<file path="src/rtl/mem_arbiter.sv">
`default_nettype none
// ============================================================================
// Module   : mem_arbiter
// Brief    : Single-port memory arbiter/sequencer. Shares one RAM port
//            between instruction fetch and MEM-stage data accesses with fixed
//            MEM-over-IF priority. Runs one transaction at a time, generates
//            the pipeline STALL and aborts unacknowledged accesses through a
//            watchdog that raises a sticky ERR flag.
// Revision : 1.0 - initial release
// ============================================================================
module mem_arbiter #(
    parameter int TIMEOUT = 16
) (
    input  logic        CLK,
    input  logic        RST_n,
    input  logic        IF_req,
    input  logic [31:0] IF_addr,
    output logic [31:0] IF_rdata,
    output logic        IF_valid,
    input  logic        MEM_req,
    input  logic        MEM_wr,
    input  logic [31:0] MEM_addr,
    input  logic [31:0] MEM_wdata,
    output logic [31:0] MEM_rdata,
    output logic        MEM_done,
    output logic        STALL,
    output logic        ERR,
    output logic        RAM_en,
    output logic        RAM_wr,
    output logic [31:0] RAM_addr,
    output logic [31:0] RAM_wdata,
    input  logic [31:0] RAM_rdata,
    input  logic        RAM_ready
);

    localparam int c_CNT_W = $clog2(TIMEOUT + 1);
    // Abort happens on the cycle the counter would reach TIMEOUT, so RAM_en
    // stays high for exactly TIMEOUT cycles.
    localparam logic [c_CNT_W-1:0] c_CNT_LAST = c_CNT_W'(TIMEOUT - 1);
    localparam logic [c_CNT_W-1:0] c_CNT_ONE  = c_CNT_W'(1);

    typedef enum logic [1:0] {
        S_IDLE     = 2'd0,
        S_BUSY_IF  = 2'd1,
        S_BUSY_MEM = 2'd2
    } state_t;

    state_t               r_state_q,     w_state_d;
    logic                 r_ram_en_q,    w_ram_en_d;
    logic                 r_ram_wr_q,    w_ram_wr_d;
    logic [31:0]          r_ram_addr_q,  w_ram_addr_d;
    logic [31:0]          r_ram_wdata_q, w_ram_wdata_d;
    logic [31:0]          r_if_rdata_q,  w_if_rdata_d;
    logic [31:0]          r_mem_rdata_q, w_mem_rdata_d;
    logic                 r_if_valid_q,  w_if_valid_d;
    logic                 r_mem_done_q,  w_mem_done_d;
    logic                 r_err_q,       w_err_d;
    logic [c_CNT_W-1:0]   r_cnt_q,       w_cnt_d;

    // A port whose done pulse is high this cycle is not eligible, which
    // prevents a second grant of the same still-held request.
    logic w_mem_elig;
    logic w_if_elig;
    assign w_mem_elig = MEM_req & ~r_mem_done_q;
    assign w_if_elig  = IF_req  & ~r_if_valid_q;

    // Next-state, grant, completion and watchdog logic
    always_comb begin
        w_state_d     = r_state_q;
        w_ram_en_d    = r_ram_en_q;
        w_ram_wr_d    = r_ram_wr_q;
        w_ram_addr_d  = r_ram_addr_q;
        w_ram_wdata_d = r_ram_wdata_q;
        w_if_rdata_d  = r_if_rdata_q;
        w_mem_rdata_d = r_mem_rdata_q;
        w_if_valid_d  = 1'b0;
        w_mem_done_d  = 1'b0;
        w_err_d       = r_err_q;
        w_cnt_d       = r_cnt_q;

        case (r_state_q)
            S_IDLE: begin
                if (w_mem_elig) begin
                    w_state_d     = S_BUSY_MEM;
                    w_ram_en_d    = 1'b1;
                    w_ram_wr_d    = MEM_wr;
                    w_ram_addr_d  = MEM_addr;
                    w_ram_wdata_d = MEM_wdata;
                    w_cnt_d       = '0;
                end else if (w_if_elig) begin
                    w_state_d     = S_BUSY_IF;
                    w_ram_en_d    = 1'b1;
                    w_ram_wr_d    = 1'b0;
                    w_ram_addr_d  = IF_addr;
                    w_ram_wdata_d = 32'd0;
                    w_cnt_d       = '0;
                end
            end

            S_BUSY_IF, S_BUSY_MEM: begin
                if (RAM_ready || (r_cnt_q == c_CNT_LAST)) begin
                    // Completion or watchdog abort; an abort returns zero data.
                    w_state_d  = S_IDLE;
                    w_ram_en_d = 1'b0;
                    w_cnt_d    = '0;
                    if (!RAM_ready) begin
                        w_err_d = 1'b1;
                    end
                    if (r_state_q == S_BUSY_IF) begin
                        w_if_rdata_d = RAM_ready ? RAM_rdata : 32'd0;
                        w_if_valid_d = 1'b1;
                    end else begin
                        if (!r_ram_wr_q) begin
                            w_mem_rdata_d = RAM_ready ? RAM_rdata : 32'd0;
                        end
                        w_mem_done_d = 1'b1;
                    end
                end else begin
                    w_cnt_d = r_cnt_q + c_CNT_ONE;
                end
            end

            default: begin
                w_state_d  = S_IDLE;
                w_ram_en_d = 1'b0;
                w_cnt_d    = '0;
            end
        endcase
    end

    // State register with synchronous active-low reset
    always_ff @(posedge CLK) begin
        if (!RST_n) begin
            r_state_q     <= S_IDLE;
            r_ram_en_q    <= 1'b0;
            r_ram_wr_q    <= 1'b0;
            r_ram_addr_q  <= 32'd0;
            r_ram_wdata_q <= 32'd0;
            r_if_rdata_q  <= 32'd0;
            r_mem_rdata_q <= 32'd0;
            r_if_valid_q  <= 1'b0;
            r_mem_done_q  <= 1'b0;
            r_err_q       <= 1'b0;
            r_cnt_q       <= '0;
        end else begin
            r_state_q     <= w_state_d;
            r_ram_en_q    <= w_ram_en_d;
            r_ram_wr_q    <= w_ram_wr_d;
            r_ram_addr_q  <= w_ram_addr_d;
            r_ram_wdata_q <= w_ram_wdata_d;
            r_if_rdata_q  <= w_if_rdata_d;
            r_mem_rdata_q <= w_mem_rdata_d;
            r_if_valid_q  <= w_if_valid_d;
            r_mem_done_q  <= w_mem_done_d;
            r_err_q       <= w_err_d;
            r_cnt_q       <= w_cnt_d;
        end
    end

    assign STALL     = (IF_req & ~r_if_valid_q) | (MEM_req & ~r_mem_done_q);
    assign IF_rdata  = r_if_rdata_q;
    assign IF_valid  = r_if_valid_q;
    assign MEM_rdata = r_mem_rdata_q;
    assign MEM_done  = r_mem_done_q;
    assign ERR       = r_err_q;
    assign RAM_en    = r_ram_en_q;
    assign RAM_wr    = r_ram_wr_q;
    assign RAM_addr  = r_ram_addr_q;
    assign RAM_wdata = r_ram_wdata_q;

endmodule
`default_nettype wire
</file>
<file path="config.mk">
export PLATFORM = sky130hd
export DESIGN_NAME = mem_arbiter
export DESIGN_NICKNAME = d
export VERILOG_FILES = /design/src/rtl/mem_arbiter.sv
export SDC_FILE = /design/constraint.sdc
export NUM_CORES = 1
export LEC_CHECK = 0
export BUFFER_PORTS_ARGS = -buffer_cell sky130_fd_sc_hd__clkbuf_2
export CAP_MARGIN = 20
export CORE_AREA = 2 2 113 115
export CTS_CLUSTER_SIZE = 14
export DETAILED_ROUTE_END_ITERATION = 10
export DIE_AREA = 0 0 115 117
export PLACE_DENSITY = 0.75
export SLEW_MARGIN = 20
export SYNTH_ARGS = -nofsm -noshare
export SYNTH_HDL_FRONTEND = slang
export SYNTH_SLANG_ARGS = --single-unit
</file>
<file path="constraint.sdc">
create_clock -name CLK -period 2.4 [get_ports CLK]
set_clock_uncertainty 0.15 [all_clocks]
set_input_delay 0.12 -clock CLK [delete_from_list [all_inputs] [get_ports CLK]]
set_output_delay 0.12 -clock CLK [all_outputs]
set_load 0.1 [all_outputs]
</file>
### Word level (Yosys, flattened, before mapping)

Index checks and enable logic that the tools add are counted.

* register bits: 140
* logic and storage cells: 56

* $add $sub $neg: 1
* eq/ne operators: 5
* mux-type cells: 21
* bitwise logic cells: 8
* reductions and logical operators: 10

Operators with widths (number)
* $mux W32: 5
* $mux W5: 3
* $pmux W5 S2: 1
* $reduce_and A3 Y1: 3
* $mux W1: 7
* $mux W2: 3
* $add A5 B1 Y5 const B: 1
* $eq A5 B4 Y1 const B: 1
* $not A1 Y1: 5
* $pmux W2 S2: 1
* $reduce_and A2 Y1: 2
* $reduce_and A4 Y1: 1
* $ne A3 B3 Y1 const B: 1
* $and A1 B1 Y1: 2
* $eq A2 B1 Y1 const B: 1
* $eq A2 B2 Y1 const B: 1
* $logic_not A2 Y1: 1
* $ne A2 B2 Y1 const B: 1
* $pmux W1 S2: 1
* $reduce_bool A2 Y1: 1
* $reduce_or A2 Y1: 1
* $logic_or A1 B1 Y1: 1
* $or A1 B1 Y1: 1

### Logic depth before layout (Yosys ltp)

* depth after elaboration: 5
* gate-level depth with buffers: 8
* mapped depth without buffers: 7

### Worst setup path after synthesis

Ideal clock, no wire load.

* path kind: reg-to-output
* start point: register r_mem_done_q (netlist: MEM_done)
* end point: output port STALL
* data arrival time: 2.165 ns
* required time: 2.130 ns
* slack: -0.035 ns
* cell stages (with the launch flop): 5
* buffers on the path: 2
* cells stage by stage: dfxtp_1 nand2b_1 buf_6 clkbuf_1 nand2_1

* cells in the longest elaborated chain, start to end: 3

Ends and longest elaborated chain
* start: declaration: line 56 `logic r_mem_done_q, w_mem_done_d;`
* start signal: assignment: line 154 `r_mem_done_q <= w_mem_done_d;`
* $not A1 Y1: line 160 `assign STALL = (IF_req & ~r_if_valid_q) | (MEM_req & ~r_mem_done_q);`
* $and A1 B1 Y1: line 160
* $or A1 B1 Y1: line 160
* end: declaration: line 26 `output logic STALL,`

No other way between the ends.

### Final worst setup path

* start point: register r_state_q[0]
* end point: register r_ram_addr_q[3] (netlist: RAM_addr[3])

* cells in the longest elaborated chain, start to end: 2

Ends and longest elaborated chain
* start: declaration: line 48 `state_t r_state_q, w_state_d;`
* start signal: assignment: line 146 `r_state_q <= w_state_d;`
* $logic_not A2 Y1: line 81 `case (r_state_q)`
* $reduce_and A2 Y1 (no line)
* end signal: assignment: line 149 `r_ram_addr_q <= w_ram_addr_d;`
* end: declaration: line 51 `logic [31:0] r_ram_addr_q, w_ram_addr_d;`

No other way between the ends.
A chain may end at the register's enable or synchronous reset.

==> run_results.csv <==
group,metric,value,unit
worst_setup_path,required,2600,ps
yosys,synthArstFlopShare,0,%
detailed_routing,drt-total-wl,18800,µm
timing,rsz0062_at_grt,"no",
worst_setup_path,startpoint,"r_state_q[0]",
floorplan,die_x,115,µm
yosys,syn-cell-area,5490,µm²
detailed_routing,post_drt_wl_per_cell,16.7,µm
grt,grt_antenna_before_repair,0,
worst_setup_path,cp.depth,7,
power_and_ir_drop,intPower,4.67,mW
timing,tns,0,ps
floorplan,chipHeight,117,µm
grt,grt_pass1_wl,28700,µm
detailed_routing,dr.pass1.iters,5,
grt,grt_max_degree,65,
power_and_ir_drop,p_seq_share,33.2,%
worst_setup_path,start_kind,"register",
final_layout,fillers,900,
detailed_routing,drt_iter0_markers,475,
yosys,ys_seq_elements,140,
power_and_ir_drop,cellPowerDensity,919,nW/µm²
final_layout,mostFrequentLayoutCells,"clkbuf_2 (267), dfxtp_1 (139), dlygate4sd3_1 (130)",
detailed_routing,dr_wl_met2,9080,µm
clocking,htree_num_levels,4,
yosys,yosysUniqueCellTypes,37,
timing,max_freq,446,MHz
detailed_routing,num_vias,6099,
worst_setup_path,path_common_cell,"inv_1",
detailed_routing,drc,0,
worst_setup_path,reg2reg_slack,160,ps
detailed_routing,vias_per_cell,5.43,
power_and_ir_drop,clock_power_share,29.8,%
floorplan,die_area,13500,µm²
floorplan,ios,268,
worst_setup_path,worstReg2RegEnd,"RAM_addr[3]",
timing,worst_pin_slew,1080,ps
floorplan,start_util,44.6,%
clocking,clk_latency,410,ps
yosys,netlist_instances,585,
worst_setup_path,slowest_stage,"dlygate4sd3_1",
yosys,synth-edff-count,0,
final_layout,seqCellArea,2800,µm²
power_and_ir_drop,p_comb_share,37.0,%
grt,grt_pass1_vias,5868,
placement,io_buffers,267,
power_and_ir_drop,irDropWorstVdd,469,µV
detailed_routing,ant_nets,0,
worst_setup_path,arrival,2440,ps
yosys,syn_area_per_cell,9.39,µm²
placement,gp_congestion,0.765,
worst_setup_path,critical_path.cell_chain,"inv_1 > ha_1 > inv_1 > a21oi_4 > nor2_1 > a311oi_1 > dlygate4sd3_1",
clocking,cts.sinks,140,
outcome,status,"complete, no violations",
placement,dpl.hpwl,10600,µm
worst_setup_path,max_stage_delay,590,ps
min_path,min_path_cells,4,
worst_setup_path,crit_path_end_kind,"register",
timing,setup_viol,0,
yosys,ys_seq_area_share,51.0,%
final_layout,multi_input_area,2380,µm²
timing,hold_violations,0,
clocking,cts_tree,"done",
power_and_ir_drop,swShare,41.8,%
worst_setup_path,r2r_start,"r_state_q[0]",
power_and_ir_drop,power_switching,3.35,mW
floorplan,core_area,12300,µm²
worst_setup_path,critPathKind,"register to register",
clocking,ctsLongestPathBuffers,2,
final_layout,final_nets,1099,
clocking,cts.clk_slew.worst_paths,60,ps
worst_setup_path,crit_family,"buffers and inverters",
placement,placed_area,6890,µm²
timing,min_period,2240,ps
worst_setup_path,worst-path-max-fanout,12,
run,drv_cap,0,
detailed_routing,met1_length,7220,µm
yosys,synthFlopType,"dfxtp_1",
final_layout,diodes,0,
floorplan,rows,41,
final_layout,post-route-cell-area,8720,µm²
final_layout,drive_gt1_share,35.4,%
worst_setup_path,cp_num_buf_inv,3,
clocking,clock-root-buffer,"clkbuf_16",
timing,min_period_over_period,93.4,%
worst_setup_path,endpoint,"RAM_addr[3]",
worst_setup_path,ff2ff_path_depth,7,
timing,slew_viol_final,0,
final_layout,layout_commonest_cell,"clkbuf_2",
clocking,cts_buffers,17,
yosys,syn_nets,723,
detailed_routing,route.met3.wl,1650,µm
final_layout,synthToLayoutAreaGrowth,58.8,%
detailed_routing,top_layer_used,"met4",
power_and_ir_drop,p_leak,3.87,nW
min_path,min-delay-path-class,"primary input to register",
grt,grt_use_total,27.0,%
yosys,yosys_warnings,0,
grt,grt-ovfl-total,0,
timing,slew_headroom,27.9,%
==> worst reg2reg max path, delay by kind of cell, from the launching register on <==
| family | cells | cell delay (ps) |
|---|---|---|
| flops | 1 | 310 |
| simple gates | 1 | 90 |
| compound gates | 2 | 640 |
| fa+ha+maj | 1 | 210 |
| buf+inv | 3 | 790 |
==> metrics by stage <==
step / util, % / setup slack, ps / power [mW] / hold slack [ps] / std cells
finish: 70.9 / 158 / 8.02 / 86.0 / 1123
global route: 70.9 / 57.5 / 8.30 / 103 / 1123
CTS: 70.9 / 209 / 7.99 / 67.1 / 1123
detailed placement: 56.0 / 362 / 5.44 / 230 / 962
global placement: 56.0 / 435 / 5.42 / 220 / 962
floorplan: - / 288 / 4.96 / 118 / 585
==> registers in the layout (all words and copies together), names as in the netlist <==
signal	flops
r_cnt_q	5
IF_valid	1
IF_rdata	32
RAM_wdata	32
r_state_q	2
RAM_wr	1
RAM_en	1
RAM_addr	32
MEM_rdata	32
MEM_done	1
ERR	1
==> logic make-up (layout without fill, tap and decap cells) <==
family / after synthesis / after routing / share of synthesized area (%)
compound gates: 144 / 144 / 23.3
fa+ha+maj: 4 / 4 / 0.911
buf+inv: 62 / 450 / 5.63
flops: 140 / 140 / 51.0
simple gates: 235 / 235 / 19.1
==> worst min path at each step <==
stage / from / to / slack (ps)
2_1_floorplan: RAM_rdata[0] / IF_rdata[0] / 120
3_3_place_gp: MEM_wdata[1] / RAM_wdata[1] / 220
3_5_place_dp: MEM_wdata[7] / RAM_wdata[7] / 230
4_1_cts: RST_n / MEM_rdata[0] / 70
5_1_grt: RST_n / MEM_rdata[24] / 100
6_report: RST_n / MEM_rdata[24] / 90
==> cell type report <==
cell class              count  area share, %
well taps                 150           2.15
clock buffers              25           5.34
clock inverters             6          0.731
repair buffers            413           32.0
multi-input cells         383           27.3
flip-flops and latches    140           32.1
inverters                   6          0.258
==> routing by layer <==
metal	up-vias	track usage [%]
li1	2866	-
met1	2837	30.2
met2	323	45.2
met3	73	8.81
met4	0	16.1
met5	-	0
==> cells in the mapped netlist (4+ instances only) <==
library cell / instances / share of area [%]
dfxtp_1: 140 / 51
nand2_1: 105 / 7.2
nor2_1: 65 / 4.4
a22oi_1: 40 / 5.5
nand4_1: 32 / 3.6
o21ai_0: 31 / 2.8
clkbuf_1: 29 / 2.0
a311oi_2: 28 / 7.7
a32o_1: 25 / 4.6
buf_2: 16 / 1.5
nor2b_1: 13 / 1.5
buf_6: 6 / 1.2
nand3_1: 6 / 0.55
inv_1: 5 / 0.34
a311oi_1: 4 / 0.64
and2_1: 4 / 0.46
ha_1: 4 / 0.91
==> power groups by stage <==
| stage | Combinational (mW) | Sequential, mW | Clock, mW |
|---|---|---|---|
| final | 2.97 | 2.66 | 2.39 |
| after global routing | 3.10 | 2.69 | 2.52 |
| after CTS | 2.92 | 2.66 | 2.42 |
| after detailed placement | 2.73 | 2.70 | 0 |
| after global placement | 2.72 | 2.70 | 0 |
| after floorplan | 0.768 | 4.19 | 0 |
==> repair_timing <==
item / 4_1_cts / 5_1_grt
endpoints found under the hold margin: 130 / 0
resized for setup: 0 / 0
buffers inserted: 0 / 0
hold buffers: 130 / 0
No activity file was read; power rests on OpenSTA's default activity.
